[src/rtl/torus_pe_array.sv]
// torus_pe_array: ROWS x COLS torus of PE/PEIO nodes with a Start/Done run controller.
// Nodes k < NUM_IO are PEIO nodes bound to load/store channel k; links wrap in both dimensions.
module torus_pe #(
    parameter int DWIDTH = 32,
    parameter int ID     = 0
) (
    input  logic              Clk,
    input  logic              Resetn,
    input  logic              PE_Array_Busy,
    input  logic [DWIDTH-1:0] In0,
    input  logic [DWIDTH-1:0] In1,
    input  logic [DWIDTH-1:0] In2,
    input  logic [DWIDTH-1:0] In3,
    output logic [DWIDTH-1:0] Out0,
    output logic [DWIDTH-1:0] Out1,
    output logic [DWIDTH-1:0] Out2,
    output logic [DWIDTH-1:0] Out3
);
    logic [DWIDTH-1:0] acc_q;
    always_ff @(posedge Clk or negedge Resetn)
        if (!Resetn) acc_q <= '0;
        else if (PE_Array_Busy) acc_q <= acc_q + (In0 ^ In1) + (In2 ^ In3);
    // each link carries a node/direction tag so neighbours stay distinguishable
    assign Out0 = acc_q ^ DWIDTH'(4*ID+1);
    assign Out1 = acc_q ^ DWIDTH'(4*ID+2);
    assign Out2 = acc_q ^ DWIDTH'(4*ID+3);
    assign Out3 = acc_q ^ DWIDTH'(4*ID+4);
endmodule

module torus_peio #(
    parameter int DWIDTH     = 32,
    parameter int SYS_DWIDTH = 32,
    parameter int ID         = 0
) (
    input  logic                  Clk,
    input  logic                  Resetn,
    input  logic                  PE_Array_Busy,
    input  logic [DWIDTH-1:0]     In0,
    input  logic [DWIDTH-1:0]     In1,
    input  logic [DWIDTH-1:0]     In2,
    input  logic [DWIDTH-1:0]     In3,
    input  logic [SYS_DWIDTH-1:0] PE_Load,
    output logic [SYS_DWIDTH-1:0] PE_Store,
    output logic [DWIDTH-1:0]     Out0,
    output logic [DWIDTH-1:0]     Out1,
    output logic [DWIDTH-1:0]     Out2,
    output logic [DWIDTH-1:0]     Out3
);
    logic [DWIDTH-1:0]     acc_q;
    logic [SYS_DWIDTH-1:0] store_q;
    always_ff @(posedge Clk or negedge Resetn)
        if (!Resetn) begin
            acc_q   <= '0;
            store_q <= '0;
        end else if (PE_Array_Busy) begin
            acc_q   <= acc_q + (In0 ^ In1) + (In2 ^ In3) + DWIDTH'(PE_Load);
            store_q <= SYS_DWIDTH'(acc_q);
        end
    assign PE_Store = store_q;
    assign Out0 = acc_q ^ DWIDTH'(4*ID+1);
    assign Out1 = acc_q ^ DWIDTH'(4*ID+2);
    assign Out2 = acc_q ^ DWIDTH'(4*ID+3);
    assign Out3 = acc_q ^ DWIDTH'(4*ID+4);
endmodule

module torus_pe_array #(
    parameter int ROWS       = 4,
    parameter int COLS       = 3,
    parameter int NUM_IO     = 2,
    parameter int DWIDTH     = 32,
    parameter int SYS_DWIDTH = 32,
    parameter int CNT_W      = 16,
    parameter int DRAIN_CYC  = 2
) (
    input  logic                         Clk,
    input  logic                         Resetn,
    input  logic                         Start,
    input  logic                         Abort,
    input  logic [CNT_W-1:0]             Run_Len,
    input  logic [NUM_IO*SYS_DWIDTH-1:0] Data_Load,
    output logic [NUM_IO*SYS_DWIDTH-1:0] Data_Store,
    output logic                         Busy,
    output logic                         Done,
    output logic [CNT_W-1:0]             Cycle_Cnt
);
    localparam int DRW = DRAIN_CYC > 1 ? $clog2(DRAIN_CYC) : 1;
    typedef enum logic [1:0] {IDLE, RUN, DRAIN, DONE} state_t;
    state_t           state_q;
    logic [CNT_W-1:0] len_q, cnt_q;
    logic [DRW-1:0]   drain_q;
    logic             pe_array_busy;
    logic [DWIDTH-1:0] in_w  [ROWS][COLS][4];
    logic [DWIDTH-1:0] out_w [ROWS][COLS][4];
    always_ff @(posedge Clk or negedge Resetn)
        if (!Resetn) begin
            state_q <= IDLE;
            len_q   <= '0;
            cnt_q   <= '0;
            drain_q <= '0;
        end else begin
            case (state_q)
                IDLE: if (Start) begin
                    if (Run_Len != '0) begin
                        len_q   <= Run_Len;
                        cnt_q   <= '0;
                        state_q <= RUN;
                    end else state_q <= DONE;
                end
                RUN: begin
                    drain_q <= '0;
                    if (Abort) state_q <= IDLE;
                    else begin
                        cnt_q <= cnt_q + 1'b1;
                        if (cnt_q == len_q - 1'b1) state_q <= DRAIN_CYC == 0 ? DONE : DRAIN;
                    end
                end
                DRAIN:
                    if (Abort) state_q <= IDLE;
                    else if (drain_q == DRW'(DRAIN_CYC-1)) state_q <= DONE;
                    else drain_q <= drain_q + 1'b1;
                default: state_q <= IDLE;
            endcase
        end
    assign Busy          = state_q != IDLE;
    assign Done          = state_q == DONE;
    assign pe_array_busy = state_q == RUN;
    assign Cycle_Cnt     = cnt_q;
    for (genvar r = 0; r < ROWS; r++) begin : g_r
        for (genvar c = 0; c < COLS; c++) begin : g_c
            localparam int K = r*COLS + c;
            assign in_w[r][c][0] = out_w[r][(c+COLS-1)%COLS][2];
            assign in_w[r][c][1] = out_w[(r+ROWS-1)%ROWS][c][3];
            assign in_w[r][c][2] = out_w[r][(c+1)%COLS][0];
            assign in_w[r][c][3] = out_w[(r+1)%ROWS][c][1];
            if (K < NUM_IO) begin : g_io
                torus_peio #(.DWIDTH(DWIDTH), .SYS_DWIDTH(SYS_DWIDTH), .ID(K)) u_node (
                    .Clk(Clk), .Resetn(Resetn), .PE_Array_Busy(pe_array_busy),
                    .In0(in_w[r][c][0]), .In1(in_w[r][c][1]), .In2(in_w[r][c][2]), .In3(in_w[r][c][3]),
                    .PE_Load(Data_Load[K*SYS_DWIDTH +: SYS_DWIDTH]),
                    .PE_Store(Data_Store[K*SYS_DWIDTH +: SYS_DWIDTH]),
                    .Out0(out_w[r][c][0]), .Out1(out_w[r][c][1]), .Out2(out_w[r][c][2]), .Out3(out_w[r][c][3])
                );
            end else begin : g_pe
                torus_pe #(.DWIDTH(DWIDTH), .ID(K)) u_node (
                    .Clk(Clk), .Resetn(Resetn), .PE_Array_Busy(pe_array_busy),
                    .In0(in_w[r][c][0]), .In1(in_w[r][c][1]), .In2(in_w[r][c][2]), .In3(in_w[r][c][3]),
                    .Out0(out_w[r][c][0]), .Out1(out_w[r][c][1]), .Out2(out_w[r][c][2]), .Out3(out_w[r][c][3])
                );
            end
        end
    end
endmodule

[config.mk]
export PLATFORM = sky130hd
export DESIGN_NAME = torus_pe_array
export DESIGN_NICKNAME = d
export VERILOG_FILES = /design/src/rtl/torus_pe_array.sv
export SDC_FILE = /design/constraint.sdc
export NUM_CORES = 2
export LEC_CHECK = 0
export CAP_MARGIN = 20
export CORE_MARGIN = 2
export CORE_UTILIZATION = 27
export DETAILED_ROUTE_END_ITERATION = 12
export SYNTH_ARGS = -nofsm -noshare
export SYNTH_HDL_FRONTEND = slang
export SYNTH_SLANG_ARGS = --single-unit
[constraint.sdc]
create_clock -name Clk -period 6.95 [get_ports Clk]
set_input_delay 1.39 -clock Clk [delete_from_list [all_inputs] [get_ports Clk]]
set_output_delay 1.39 -clock Clk [all_outputs]
set_load 0.005 [all_outputs]
==> metrics <==
Routed Antenna Nets=0; vias in the first global route=41,600; Worst EP required=7.50 ns; Initial DRC Count=around 3,100; Post-synth EDFFs=0; clock latency on the worst-skew pair=0.69 ns; Slowest-stage cell, CP=o41ai_1; Synth async-reset ratio=1.00; detailed placer's ending HPWL=151,000 um; Yosys warning count=0; Hold Violations, Final=0; Max Freq=169 MHz; drt total wl=182,000 um; maxcap violations=0; Syn Std Cell Area=around 0.05 mm^2; Synth Register Bits=483; Fillers=between 15,000 and 20,000; Reg clk slew, reported paths=0.06 ns; drt wl/cell=22.0 um; hold crit path type=reg -> reg; Worst Tran Pin Value=around 1.2 ns; area of the multi-input gates=0.0347 mm^2; Worst Path Max Fanout=4; # rows=157; CP Launch Type=input pin; Syn Area/Cell=8.85 um^2; clock skew=0.0241 ns; max_slew headroom=0.224; PnR worst setup slack=1.05 ns; Die H=434 um; fin nets=6,672; top-level port count=166; Syn Nets=6,530; min cycle time layout=about 5.9 ns; clock sink count=483; final worst-path cycle share=0.849; total number of vias=41,000; Initial DRT Pass Iterations=5; fin cells=8,295; Root Buffer=clkbuf_16; WS Path Type=in -> reg; post_cts resized=0; Worst path top cell family by delay=compound AO/OA/AOI/OAI gates; CP Buf/Inv Count=3; crit-path max cell delay=0.79 ns; CP cell instances=clkdlybuf4s50_1, xor2_1, ha_1, a21o_1, fa_1, ha_1, fa_1, a211oi_1, o211ai_1, and3_1, a311oi_1, buf_4, o41ai_1, a41oi_1, buf_4, a211oi_1, xnor2_1, o21ai_1; Place WS=0.548 ns; total gr overflow=0; die footprint=0.188 mm^2; CTS tree=done; DP Cell Count=roughly 8,200; DRC=0; Yosys cell types=82; Setup crit end kind=register; Die Wd=434 um; H-tree depth=3; RSZ-0062 raised after global routing=no; initial antenna violation count=3; max-slew violations=0; GRT Total Usage=0.194; Final Util=0.310; Starting Density=0.272; CTS Buf Count=69; largest net degree at the start of global routing=~220; post-cts hold buffer count=0; Setup TNS Final=0 ns; post-synthesis cell count=5,638; sequential area share after synthesis=0.242; Core ar.=0.183 mm^2; Post-CTS Setup Bufs=0; Final setup viols=0; synthesis-to-layout area growth=13.8%; storage element area=0.0121 mm^2; Max clock buf depth=3; Vias/cell=~5; layout cells sized above 1=0.0307; placer congestion estimate=1.02; first-pass GRT wire length=roughly 270,000 um; crit path DAT=between 6 and 7 ns; Synth Flop Type=dfrtp_1; IO Port Bufs=165; outcome=finished clean
==> metal layers <==
metal,global-route usage,vias up,share of wire
met5,0,-,0
met3,0.0245,273,0.048
met2,0.324,1128,0.48
met1,0.249,20400,0.42
li1,-,19100,-
met4,0.0856,0,0.050
==> cell families (layout without fill, tap and decap cells) <==
group	count (synthesis)	count (layout)	share of synthesized area
buffers and inverters	844	1036	0.0636
other	0	1	0
adders and majority gates	808	808	0.265
and+or+nand+nor	1297	1297	0.117
muxes	13	13	0.00296
AOI/OAI and AO/OA	1423	1423	0.173
DFF	483	483	0.242
xor gates and xnor gates	770	770	0.135
==> path summary, 6_finish.rpt <==
check                                                       start                                     end  slack, ns  cells past startpoint
max                                                  Data_Load[0]     g_r[0].g_c[0].g_io.u_node.acc_q[31]       1.05                     18
min                        g_r[0].g_c[0].g_io.u_node.PE_Store[31]  g_r[0].g_c[0].g_io.u_node.PE_Store[31]       0.48                      2
max reg2reg                    g_r[0].g_c[1].g_io.u_node.acc_q[0]     g_r[1].g_c[1].g_pe.u_node.acc_q[31]       1.18                     15
min reg2reg                g_r[0].g_c[0].g_io.u_node.PE_Store[31]  g_r[0].g_c[0].g_io.u_node.PE_Store[31]       0.48                      2
max in group asynchronous                                  Resetn     g_r[3].g_c[2].g_pe.u_node.acc_q[22]       4.70                      2
min in group asynchronous                                  Resetn      g_r[1].g_c[2].g_pe.u_node.acc_q[2]       0.78                      1
==> cells in the final DEF, fill, tap and decap left out, types with 167 or more instances in the layout <==
cell type,count
nand2_1,720
inv_1,711
o21ai_0,517
xor2_1,489
dfrtp_1,483
fa_1,418
ha_1,390
a21oi_1,308
xnor2_1,281
nor2_1,182
a21o_1,167
==> tightest hold or removal path: cells and delay by family (launching register included) <==
kind	cells	cell delay, ns
flip-flops	1	0.34
AND/OR/NAND/NOR	2	0.10
==> layout make-up <==
class                           instances  share of cell area
Multi-Input combinational cell       4311               0.610
Clock buffer                          102              0.0364
Tap cell                             2464              0.0543
Timing Repair Buffer                  204              0.0360
Inverter                              711              0.0470
Sequential cell                       483               0.213
Antenna cell                            1           0.0000441
Clock inverter                         19             0.00304
==> synth_stat cells, types with 31 or more instances <==
master | number | area [um^2]
nand3_1 | 75 | 375
o21bai_1 | 49 | 368
dfrtp_1 | 483 | 12100
inv_1 | 711 | 2670
fa_1 | 418 | 8370
nand2b_1 | 43 | 269
nand4_1 | 34 | 213
clkbuf_1 | 115 | 432
o21ai_0 | 518 | 2590
a211oi_1 | 61 | 458
nand2_1 | 720 | 2700
and3_1 | 31 | 194
a31oi_1 | 44 | 275
ha_1 | 390 | 4880
xnor2_1 | 281 | 2460
a21o_1 | 167 | 1250
nor2_1 | 183 | 687
a21oi_1 | 308 | 1540
o21a_1 | 42 | 315
nor3_1 | 47 | 235
xor2_1 | 489 | 4280
nor2b_1 | 32 | 200
o21ai_1 | 42 | 210
==> per-stage QoR <==
stage / instance area, um^2 / hold slack (ns)
floorplan: 49900 / 0.456
global placement: 54500 / 0.464
detailed placement: 54500 / 0.469
CTS: 56800 / 0.481
global route: 56800 / 0.501
finish: 56800 / 0.478
==> sequential cells by signal, summed over array words and instances, names as in the netlist <==
register and flops:
drain_q 1, Cycle_Cnt 16, g_r.g_c.g_io.u_node.PE_Store 64, g_r.g_c.g_io.u_node.acc_q 64, state_q 2, len_q 16
g_r.g_c.g_pe.u_node.acc_q 320
Power is not shown: default switching activity piles up to over one toggle a cycle in this logic, so the estimate is an artifact.
